[src/rtl/uart_rx_param.sv]
// Oversampling UART receiver: DATA_WIDTH data bits LSB first, optional parity, 1 or 2 stop bits, 3-sample majority vote per bit.
// Defining UART_RX_SYNC_EN puts RX_IN through a two-flop synchroniser, which adds 2 cycles to every response.
module uart_rx_param #(
  parameter int DATA_WIDTH = 8,
  parameter int PRESCALE_W = 6
) (
  input  logic                  clk,
  input  logic                  rst,
  input  logic                  RX_IN,
  input  logic                  PAR_EN,
  input  logic                  PAR_TYP,
  input  logic                  STOP2,
  input  logic [PRESCALE_W-1:0] prescale,
  output logic [DATA_WIDTH-1:0] P_DATA,
  output logic                  data_valid,
  output logic                  par_err,
  output logic                  stp_err
);
  localparam logic [2:0] IDLE   = 3'd0;
  localparam logic [2:0] START  = 3'd1;
  localparam logic [2:0] DATA   = 3'd2;
  localparam logic [2:0] PARITY = 3'd3;
  localparam logic [2:0] STOP   = 3'd4;

  localparam logic [PRESCALE_W-1:0] ONE       = PRESCALE_W'(1);
  localparam logic [PRESCALE_W-1:0] PRE_MIN   = PRESCALE_W'(4);
  localparam logic [3:0]            LAST_DATA = 4'(DATA_WIDTH - 1);

  logic rx;
`ifdef UART_RX_SYNC_EN
  logic [1:0] sync_q;
  always_ff @(posedge clk or negedge rst) begin
    if (!rst) sync_q <= 2'b11;
    else      sync_q <= {sync_q[0], RX_IN};
  end
  assign rx = sync_q[1];
`else
  assign rx = RX_IN;
`endif

  logic [2:0]            state_q, state_d;
  logic [PRESCALE_W-1:0] edge_q, edge_d;
  logic [PRESCALE_W-1:0] pre_q, pre_d;
  logic [3:0]            bit_q, bit_d;
  logic [DATA_WIDTH-1:0] shift_q, shift_d;
  logic [DATA_WIDTH-1:0] pdata_q, pdata_d;
  logic                  par_en_q, par_en_d, par_typ_q, par_typ_d, stop2_q, stop2_d;
  logic                  s0_q, s0_d, s1_q, s1_d;
  logic                  par_acc_q, par_acc_d, stp_acc_q, stp_acc_d;
  logic                  dv_q, dv_d, pe_q, pe_d, se_q, se_d;

  logic [PRESCALE_W-1:0] mid;
  logic                  vote, vote_pt, bit_end, stp_now, last_stop;

  assign mid       = pre_q >> 1;
  assign vote      = (s0_q & s1_q) | (s0_q & rx) | (s1_q & rx);
  assign vote_pt   = (edge_q == mid + ONE);
  assign bit_end   = (edge_q == pre_q - ONE);
  assign stp_now   = stp_acc_q | ~vote;
  assign last_stop = (bit_q == {3'b000, stop2_q});

  always_comb begin
    state_d   = state_q;
    edge_d    = edge_q;
    pre_d     = pre_q;
    bit_d     = bit_q;
    shift_d   = shift_q;
    pdata_d   = pdata_q;
    par_en_d  = par_en_q;
    par_typ_d = par_typ_q;
    stop2_d   = stop2_q;
    s0_d      = s0_q;
    s1_d      = s1_q;
    par_acc_d = par_acc_q;
    stp_acc_d = stp_acc_q;
    dv_d      = 1'b0;
    pe_d      = 1'b0;
    se_d      = 1'b0;

    if (state_q != IDLE) begin
      edge_d = bit_end ? '0 : edge_q + ONE;
      if (edge_q == mid - ONE) s0_d = rx;
      if (edge_q == mid)       s1_d = rx;
    end

    case (state_q)
      IDLE: begin
        if (!rx) begin
          state_d   = START;
          edge_d    = '0;
          bit_d     = '0;
          pre_d     = (prescale < PRE_MIN) ? PRE_MIN : prescale;
          par_en_d  = PAR_EN;
          par_typ_d = PAR_TYP;
          stop2_d   = STOP2;
          par_acc_d = 1'b0;
          stp_acc_d = 1'b0;
        end
      end
      START: begin
        // A start bit that votes high was line noise, not a frame.
        if (vote_pt && vote) begin
          state_d = IDLE;
          edge_d  = '0;
        end else if (bit_end) begin
          state_d = DATA;
          bit_d   = '0;
        end
      end
      DATA: begin
        if (vote_pt) shift_d = {vote, shift_q[DATA_WIDTH-1:1]};
        if (bit_end) begin
          if (bit_q == LAST_DATA) begin
            bit_d   = '0;
            state_d = par_en_q ? PARITY : STOP;
          end else begin
            bit_d = bit_q + 4'd1;
          end
        end
      end
      PARITY: begin
        if (vote_pt) par_acc_d = vote ^ (^shift_q) ^ par_typ_q;
        if (bit_end) begin
          state_d = STOP;
          bit_d   = '0;
        end
      end
      STOP: begin
        if (vote_pt) stp_acc_d = stp_now;
        // Resolve at the final vote so the rest of the stop bit can overlap the next start edge.
        if (vote_pt && last_stop) begin
          state_d = IDLE;
          edge_d  = '0;
          if (!par_acc_q && !stp_now) begin
            pdata_d = shift_q;
            dv_d    = 1'b1;
          end else begin
            pe_d = par_acc_q;
            se_d = stp_now;
          end
        end else if (bit_end) begin
          bit_d = bit_q + 4'd1;
        end
      end
      default: state_d = IDLE;
    endcase
  end

  always_ff @(posedge clk or negedge rst) begin
    if (!rst) begin
      state_q   <= IDLE;
      edge_q    <= '0;
      pre_q     <= '0;
      bit_q     <= '0;
      shift_q   <= '0;
      pdata_q   <= '0;
      par_en_q  <= 1'b0;
      par_typ_q <= 1'b0;
      stop2_q   <= 1'b0;
      s0_q      <= 1'b0;
      s1_q      <= 1'b0;
      par_acc_q <= 1'b0;
      stp_acc_q <= 1'b0;
      dv_q      <= 1'b0;
      pe_q      <= 1'b0;
      se_q      <= 1'b0;
    end else begin
      state_q   <= state_d;
      edge_q    <= edge_d;
      pre_q     <= pre_d;
      bit_q     <= bit_d;
      shift_q   <= shift_d;
      pdata_q   <= pdata_d;
      par_en_q  <= par_en_d;
      par_typ_q <= par_typ_d;
      stop2_q   <= stop2_d;
      s0_q      <= s0_d;
      s1_q      <= s1_d;
      par_acc_q <= par_acc_d;
      stp_acc_q <= stp_acc_d;
      dv_q      <= dv_d;
      pe_q      <= pe_d;
      se_q      <= se_d;
    end
  end

  assign P_DATA     = pdata_q;
  assign data_valid = dv_q;
  assign par_err    = pe_q;
  assign stp_err    = se_q;
endmodule

[config.mk]
export PLATFORM = sky130hd
export DESIGN_NAME = uart_rx_param
export DESIGN_NICKNAME = d
export VERILOG_FILES = /design/src/rtl/uart_rx_param.sv
export SDC_FILE = /design/constraint.sdc
export NUM_CORES = 1
export LEC_CHECK = 0
export CAP_MARGIN = 10
export CORE_MARGIN = 1
export CORE_UTILIZATION = 50
export DETAILED_ROUTE_END_ITERATION = 10
export PLACE_DENSITY = 0.78
export SLEW_MARGIN = 20
export SYNTH_ARGS = -nofsm -noshare
export SYNTH_HDL_FRONTEND = slang
export SYNTH_SLANG_ARGS = --single-unit
[constraint.sdc]
create_clock -name clk -period 4.4 [get_ports clk]
set_input_delay 0.88 -clock clk [delete_from_list [all_inputs] [get_ports clk]]
set_output_delay 0.88 -clock clk [all_outputs]
set_load 0.03 [all_outputs]
==> results.cfg, run 1 <==
[status]
status = complete, no violations

[yosys]
syn_area_um2 = 2640
synthAdderAreaFrac_pct = 2.84
synth-main-ff-cell = dfrtp_1
ys_seq_area_share_pct = 42.6
ys_types = 51
synthSimpleGateAreaFrac_pct = 17.9
yosys_warnings = 0
async_flop_share_pct = 100
synth-seq-cells = 45
syn_area_per_cell_um2 = 9.90
synth_compound_area_share_pct = 13.2
synth_top_family_by_area = simple AND/OR/NAND/NOR gates
yosysTopAreaCellShare_pct = 42.6
synthCells = 267
synth_nets = 285
yosys.area.top_type = dfrtp_1
synth.area.mux_share_pct = 9.75
synth_edf_count = 0
synthTopCellsByArea = dfrtp_1 (43%), mux2_2 (9.4%), xnor2_1 (5.3%)
synth_xor_area_share_pct = 9.23

[sta]
fmax_ghz = 0.283
fin_crit_ns = 3.54
finClkSkew_ns = 0.00381
hold_viol_final = 0
fin_crit_sh_pct = 80.4
whs_ns = 0.512
finalMaxSlewViolations = 0
relSlewSlack_pct = 38.4
tightest_slew_ns = 0.923
rsz0062_at_grt = false
setup_tns_ns = 0
setup_viol = 0

[clock_tree]
clockBufferDepth = 2
clock-sinks = 45
cts.clk_slew.worst_paths_ns = 0.09
clk_latency_ns = 0.30
cts_root_buf = clkbuf_8
htree_levels = 2
cts_resized = 0
post-cts-setup-buffers = 0
cts_made_buffers = 5
tritoncts = built
postCtsHoldBufs = 0

[grt]
grt_pass1_wl_um = 8690
grt_antenna_before_repair = 0
grt_max_degree = 46
grt_usage_pct = 20.8
grt_pass1_vias = 1875
overflow = 0

[critical_path]
crit_type = register to register
crit_required_ns = 4.59
reg2reg_from = pre_q[2]$_DFFE_PN0P_
r2r_cells = 9
r2r-end = P_DATA[4]$_DFFE_PN0P_
startpoint_type = register
critPathMaxFanout = 12
rrSetupSlack_ns = 0.86
critPathArrivalTime_ns = 3.73
crit_path_end_kind = register

[floorplan]
die_w_um = 74.7
num_io_pins = 23
fp.dieH_um = 74.7
initial_core_util_pct = 51.7
die_area_um2 = 5580
row_count = 26
core-area_um2 = 5110

[routing]
drt_iter0_markers = 111
final_antenna_net_count = 0
vias_per_cell = 5.55
dr.pass1.iters = 5
vias = 1959
wl_per_cell_um = 14.8
route.detailed.drc = 0
wl_um = 5210

[power_and_ir_drop]
leakage_uw = 0.00127
irDropWorstVdd_v = 0.000321
pwr_density_cell_nw_per_um2 = 627

[hold_path]
hold_path_depth = 1
hp-start = P_DATA[1]$_DFFE_PN0P_
hold_path_end = P_DATA[1]$_DFFE_PN0P_
hold_path.class = register to register

[layout]
mostFrequentLayoutCells = dfrtp_1 (45), mux2_2 (22), nor2_1 (21), clkdlybuf4s50_1 (21), o21ai_0 (17)
area_growth_syn_to_layout_pct = 13.0
antenna_cells = 0
nets = 300
final_common_cell = dfrtp_1
drive_gt1_share_pct = 13.8

[run]
maxCapViolations = 0

[place]
portBuffers = 22
hpwl_um = 3730
routabilityCongestion = 0.945
## worst max-delay path, cell delays in order, from the launching register on
cell and delay, ns:
dfrtp_1 0.55, inv_1 0.13, ha_1 0.30, xnor2_1 0.23, nand2b_1 0.09, or4b_4 0.51, or2_1 0.31, or3_4 0.42
nor4_4 0.47, mux2_2 0.41
## per-stage QoR
stage	area [µm²]	util [%]	setup slack, ns	cells	power (µW)
after detailed placement	2890	56.6	0.875	345	1600
final	2990	58.5	0.863	353	1870
after CTS	2980	58.4	0.828	353	1880
after global routing	2990	58.5	0.650	353	2040
after floorplan	2640	-	1.19	267	1410
after global placement	2890	56.6	1.02	345	1570
## cell usage after synthesis (all sizes together), types with 3 or more instances
| library cell | number |
|---|---|
| a21oi | 7 |
| a31oi | 3 |
| and2 | 4 |
| buf | 6 |
| clkbuf | 9 |
| dfrtp | 45 |
| ha | 6 |
| inv | 13 |
| mux2 | 22 |
| nand2 | 16 |
| nand2b | 3 |
| nand3 | 7 |
| nand4 | 3 |
| nor2 | 21 |
| nor3 | 8 |
| nor4 | 3 |
| o211ai | 6 |
| o21a | 4 |
| o21ai | 18 |
| or3 | 5 |
| or4 | 3 |
| xnor2 | 17 |
| xor2 | 10 |
## layout make-up
class | instances | area (µm²)
inverter | 13 | 48.8
clock inverter | 3 | 25.0
timing repair buffer | 23 | 225
tap | 70 | 87.6
multi-input combinational | 194 | 1410
fill | 481 | 2120
sequential | 45 | 1130
clock buffer | 5 | 68.8
## power breakdown
group          total, µW  leakage [µW]  switching (µW)  internal (µW)
Clock                269     0.0000447             154            115
Sequential           716      0.000588             192            524
Combinational        887      0.000640             474            413
## registers in the layout, summed over array words and instances (netlist names), 3 cells and up
name / flops
P_DATA: 8
shift_q: 8
edge_q: 6
pre_q: 6
bit_q: 4
state_q: 3
## layer usage
layer	routed length (µm)	GRT usage [%]	vias to the layer above
li1	-	-	978
met3	145	3.88	10
met4	63	8.39	0
met5	0	0	-
met1	2310	25.5	932
met2	2690	36.0	39
## logic make-up (layout without fill, tap and decap cells)
kind of cell,after synthesis,after routing
simple gates,85,85
compound gates,53,53
flops,45,45
buf+inv,28,44
xor+xnor,27,27
mux,23,23
fa+ha+maj,6,6
## worst max path at each step
| stage | startpoint | end | slack, ns | cells past startpoint |
|---|---|---|---|---|
| CTS | pre_q[2]$_DFFE_PN0P_ | P_DATA[4]$_DFFE_PN0P_ | 0.83 | 9 |
| global route | pre_q[2]$_DFFE_PN0P_ | P_DATA[2]$_DFFE_PN0P_ | 0.65 | 9 |
| global placement | pre_q[2]$_DFFE_PN0P_ | P_DATA[3]$_DFFE_PN0P_ | 1.02 | 9 |
| floorplan | pre_q[2]$_DFFE_PN0P_ | P_DATA[0]$_DFFE_PN0P_ | 1.19 | 11 |
| detailed placement | pre_q[2]$_DFFE_PN0P_ | P_DATA[4]$_DFFE_PN0P_ | 0.87 | 9 |
| finish | pre_q[2]$_DFFE_PN0P_ | P_DATA[4]$_DFFE_PN0P_ | 0.86 | 9 |
Power figures use the tool's default switching activity.
==> run 2: changes to the inputs <==
==> constraint.sdc (replaced) <==
create_clock -name clk -period 3.6 [get_ports clk]
set_input_delay 0.72 -clock clk [delete_from_list [all_inputs] [get_ports clk]]
set_output_delay 0.72 -clock clk [all_outputs]
set_load 0.03 [all_outputs]
==> results.cfg, run 2 (synthesis gave the netlist of run 1 again) <==
[grt]
grt_pass1_wl_um = 8750
grt_usage_pct = 20.6
grt_pass1_vias = 1915
overflow = 0
grt_antenna_before_repair = 0
grt_max_degree = 46

[clock_tree]
cts.clk_slew.worst_paths_ns = 0.10
cts_resized = 0
postCtsHoldBufs = 0
clk_latency_ns = 0.31
cts_made_buffers = 5
htree_levels = 2
tritoncts = built
clock-sinks = 45
cts_root_buf = clkbuf_8
post-cts-setup-buffers = 0
clockBufferDepth = 2

[routing]
wl_um = 5300
final_antenna_net_count = 0
route.detailed.drc = 0
drt_iter0_markers = 135
dr.pass1.iters = 4
wl_per_cell_um = 14.8
vias = 2001
vias_per_cell = 5.59

[layout]
seq_area_um2 = 1130
multiInputGateArea_um2 = 1410
fin_util_pct = 59.2
mostFrequentLayoutCells = dfrtp_1 (45), mux2_2 (22), nor2_1 (21), clkdlybuf4s50_1 (21), o21ai_0 (17)
drive_gt1_share_pct = 15.3
nets = 305
final_common_cell = dfrtp_1
stdcell_area_um2 = 3020
num-fill-cells = 460
area_growth_syn_to_layout_pct = 14.4
antenna_cells = 0

[critical_path]
crit_required_ns = 3.80
r2r_cells = 10
crit_type = register to register
critPathMaxFanout = 12
critPathArrivalTime_ns = 3.56
startpoint_type = register
crit_path_end_kind = register

[place]
routabilityCongestion = 0.959
hpwl_um = 3810
place_area_um2 = 2930
portBuffers = 22

[power_and_ir_drop]
seq_power_share_pct = 37.3
p_comb_share_pct = 48.3
irDropWorstVdd_v = 0.000387
leakage_uw = 0.00130
p_sw_uw = 1020
pwr_density_cell_nw_per_um2 = 771
clockPowerShare_pct = 14.4
switching_share_pct = 43.6
internal_power_uw = 1320

[floorplan]
num_io_pins = 23
fp.dieH_um = 74.7
core-area_um2 = 5110
row_count = 26
die_w_um = 74.7
initial_core_util_pct = 51.7
die_area_um2 = 5580

[hold_path]
hold_path.class = primary input to async pin

[sta]
hold_viol_final = 0
finalMaxSlewViolations = 0
setup_tns_ns = 0
tightest_slew_ns = 0.659
fmax_ghz = 0.298
relSlewSlack_pct = 56.0
finClkSkew_ns = 0.0106
fin_crit_sh_pct = 93.2
rsz0062_at_grt = false
whs_ns = 0.407
fin_crit_ns = 3.36
setup_viol = 0

[status]
status = complete, no violations

[run]
maxCapViolations = 0
## run 2: cell count changes in the layout (fill, tap and decap cells not counted)
cell and delta:
buf_4 +5
## run 2: layout make-up
cell class | instances | share of cell area (%)
timing repair buffer | 28 | 8.69
sequential | 45 | 37.2
clock inverter | 3 | 0.827
clock buffer | 5 | 2.28
tap | 70 | 2.90
inverter | 13 | 1.61
multi-input combinational | 194 | 46.5
## run 2: final timing paths
check                                 startpoint                endpoint  slack [ns]
min in group clk           P_DATA[1]$_DFFE_PN0P_   P_DATA[1]$_DFFE_PN0P_        0.51
min reg2reg                P_DATA[1]$_DFFE_PN0P_   P_DATA[1]$_DFFE_PN0P_        0.51
min                                          rst   P_DATA[2]$_DFFE_PN0P_        0.41
max                         pre_q[2]$_DFFE_PN0P_   P_DATA[7]$_DFFE_PN0P_        0.24
max in group asynchronous                    rst  shift_q[6]$_DFFE_PN0P_        2.81
max reg2reg                 pre_q[2]$_DFFE_PN0P_   P_DATA[7]$_DFFE_PN0P_        0.24
## run 2: power groups by stage
| stage | combinational (µW) | clock [µW] | sequential [µW] |
|---|---|---|---|
| 2_1_floorplan | 978 | 0 | 750 |
| 3_3_place_gp | 1080 | 0 | 865 |
| 3_5_place_dp | 1120 | 0 | 880 |
| 4_1_cts | 1130 | 338 | 870 |
| 5_1_grt | 1250 | 359 | 900 |
| 6_report | 1130 | 335 | 870 |
## run 2: metal layers
metal	vias up	share of wire, %	track usage (%)
met5	-	0	0
met4	0	2.0	6.92
met2	33	51	36.8
li1	983	-	-
met3	10	2.2	4.55
met1	975	45	24.5
## run 2: worst max-delay path: stages (launching register included)
cell,delay [ns]
dfrtp_1,0.57
inv_1,0.15
ha_1,0.31
xnor2_1,0.21
nand2b_1,0.09
or4b_4,0.51
or2_1,0.32
or3_4,0.42
nor4_4,0.13
buf_4,0.21
mux2_2,0.35
## run 2: through the flow
| step | instances | worst slack [ns] | power, µW |
|---|---|---|---|
| 5_1_grt | 358 | 0.0396 | 2510 |
| 4_1_cts | 358 | 0.248 | 2340 |
| 2_1_floorplan | 267 | 0.394 | 1730 |
| 6_report | 358 | 0.243 | 2330 |
| 3_3_place_gp | 350 | 0.385 | 1950 |
| 3_5_place_dp | 350 | 0.258 | 2000 |
==> run 3: changes to the inputs <==
--- a/config.mk
+++ b/config.mk
@@ -6,6 +6,7 @@
 export NUM_CORES = 1
 export LEC_CHECK = 0
 export CAP_MARGIN = 10
+export CORE_ASPECT_RATIO = 0.5
 export CORE_MARGIN = 1
 export CORE_UTILIZATION = 50
 export DETAILED_ROUTE_END_ITERATION = 10
==> constraint.sdc (replaced) <==
create_clock -name clk -period 3.1 [get_ports clk]
set_input_delay 0.62 -clock clk [delete_from_list [all_inputs] [get_ports clk]]
set_output_delay 0.62 -clock clk [all_outputs]
set_load 0.03 [all_outputs]
==> results.cfg, run 3 (synthesis gave the netlist of run 1 again) <==
[status]
status = complete, no violations

[sta]
setup_viol = 0
tightest_slew_ns = 0.636
relSlewSlack_pct = 57.3
fin_crit_ns = 2.92
finClkSkew_ns = 0.00533
fin_crit_sh_pct = 94.2
rsz0062_at_grt = false
fmax_ghz = 0.342
post-route-worst-setup-slack_ns = 0.180
hold_viol_final = 0
finalMaxSlewViolations = 0
whs_ns = 0.299

[floorplan]
fp.dieH_um = 53.4
die_w_um = 105
core-area_um2 = 5000
initial_core_util_pct = 52.9
die_area_um2 = 5600
row_count = 18
num_io_pins = 23

[critical_path]
crit_required_ns = 3.29
critPathMaxFanout = 9
r2r_cells = 10
startpoint_type = register
rrSetupSlack_ns = 0.18
crit_path_end_kind = register
r2r-end = P_DATA[7]$_DFFE_PN0P_
crit_type = register to register
critPathArrivalTime_ns = 3.11
reg2reg_from = pre_q[1]$_DFFE_PN0P_

[clock_tree]
cts_resized = 0
cts_made_buffers = 5
clk_latency_ns = 0.30
postCtsHoldBufs = 0
tritoncts = built
clockBufferDepth = 2
cts_root_buf = clkbuf_8
htree_levels = 2
post-cts-setup-buffers = 0
clock-sinks = 45
cts.clk_slew.worst_paths_ns = 0.09

[layout]
nets = 312
area_growth_syn_to_layout_pct = 18.5
num-fill-cells = 401
antenna_cells = 0
final_common_cell = dfrtp_1
seq_area_um2 = 1130
drive_gt1_share_pct = 18.6
multiInputGateArea_um2 = 1440
mostFrequentLayoutCells = dfrtp_1 (45), nor2_1 (21), clkdlybuf4s50_1 (21), mux2_2 (19), o21ai_0 (17)

[grt]
grt_antenna_before_repair = 0
grt_pass1_wl_um = 9210
grt_max_degree = 46
grt_pass1_vias = 1991
overflow = 0
grt_usage_pct = 21.2

[run]
maxCapViolations = 0

[power_and_ir_drop]
irDropWorstVdd_v = 0.000341
pwr_density_cell_nw_per_um2 = 925
p_comb_share_pct = 51.7
switching_share_pct = 41.9
clockPowerShare_pct = 15.7
internal_power_uw = 1680
seq_power_share_pct = 32.6
leakage_uw = 0.00135
p_sw_uw = 1210

[place]
hpwl_um = 3930
preCtsSetupSlack_ns = 0.203
routabilityCongestion = 0.972
portBuffers = 22

[routing]
route.detailed.drc = 0
drt_iter0_markers = 153
vias_per_cell = 5.69
wl_per_cell_um = 14.7
dr.pass1.iters = 4
wl_um = 5380
final_antenna_net_count = 0
vias = 2076

[hold_path]
hold_path.class = primary input to async pin
[run 3: worst max-delay path by stage]
stage	cells after the start	startpoint	to	slack, ns
2_1_floorplan	11	pre_q[2]$_DFFE_PN0P_	P_DATA[0]$_DFFE_PN0P_	-0.03
3_3_place_gp	10	pre_q[1]$_DFFE_PN0P_	P_DATA[6]$_DFFE_PN0P_	0.27
3_5_place_dp	10	pre_q[1]$_DFFE_PN0P_	P_DATA[6]$_DFFE_PN0P_	0.20
4_1_cts	10	pre_q[1]$_DFFE_PN0P_	P_DATA[7]$_DFFE_PN0P_	0.18
5_1_grt	8	edge_q[3]$_DFF_PN0_	P_DATA[5]$_DFFE_PN0P_	0.05
6_report	10	pre_q[1]$_DFFE_PN0P_	P_DATA[7]$_DFFE_PN0P_	0.18
[run 3: per-stage QoR]
step | util [%] | power [µW] | TNS, ns | area, µm² | cells
after floorplan | - | 2060 | -0.136 | 2690 | 267
after global placement | 60.2 | 2350 | 0 | 3010 | 357
after detailed placement | 60.2 | 2430 | 0 | 3010 | 357
after CTS | 62.6 | 2890 | 0 | 3130 | 365
after global routing | 62.6 | 3110 | 0 | 3130 | 365
final | 62.6 | 2890 | 0 | 3130 | 365
[run 3: layer usage]
metal / part of all wire [%] / track usage [%]
met5: 0 / 0
met4: 1.3 / 7.51
met3: 4.2 / 3.33
met2: 49 / 38.2
met1: 46 / 26.7
[run 3: power by group through the flow]
stage	Combinational (µW)	Clock, µW	Sequential [µW]
global placement	1410	0	942
floorplan	1180	0	874
global route	1660	487	968
detailed placement	1470	0	951
finish	1500	455	943
CTS	1480	468	939
[run 3: layout make-up]
type	count	area share (%)
multi-input cells	194	45.9
flip-flops and latches	45	36.0
repair buffers	35	10.1
well taps	70	2.80
clock buffers	5	2.20
inverters	13	1.56
clock inverters	3	1.52
[run 3: critical path, stage by stage (launching register included)]
cell      delay [ns]
dfrtp_1         0.39
inv_2           0.10
ha_4            0.21
xnor2_2         0.15
nand2b_1        0.09
or4b_4          0.52
or2_1           0.25
or3_4           0.40
nor4_4          0.13
buf_4           0.23
mux2_2          0.35
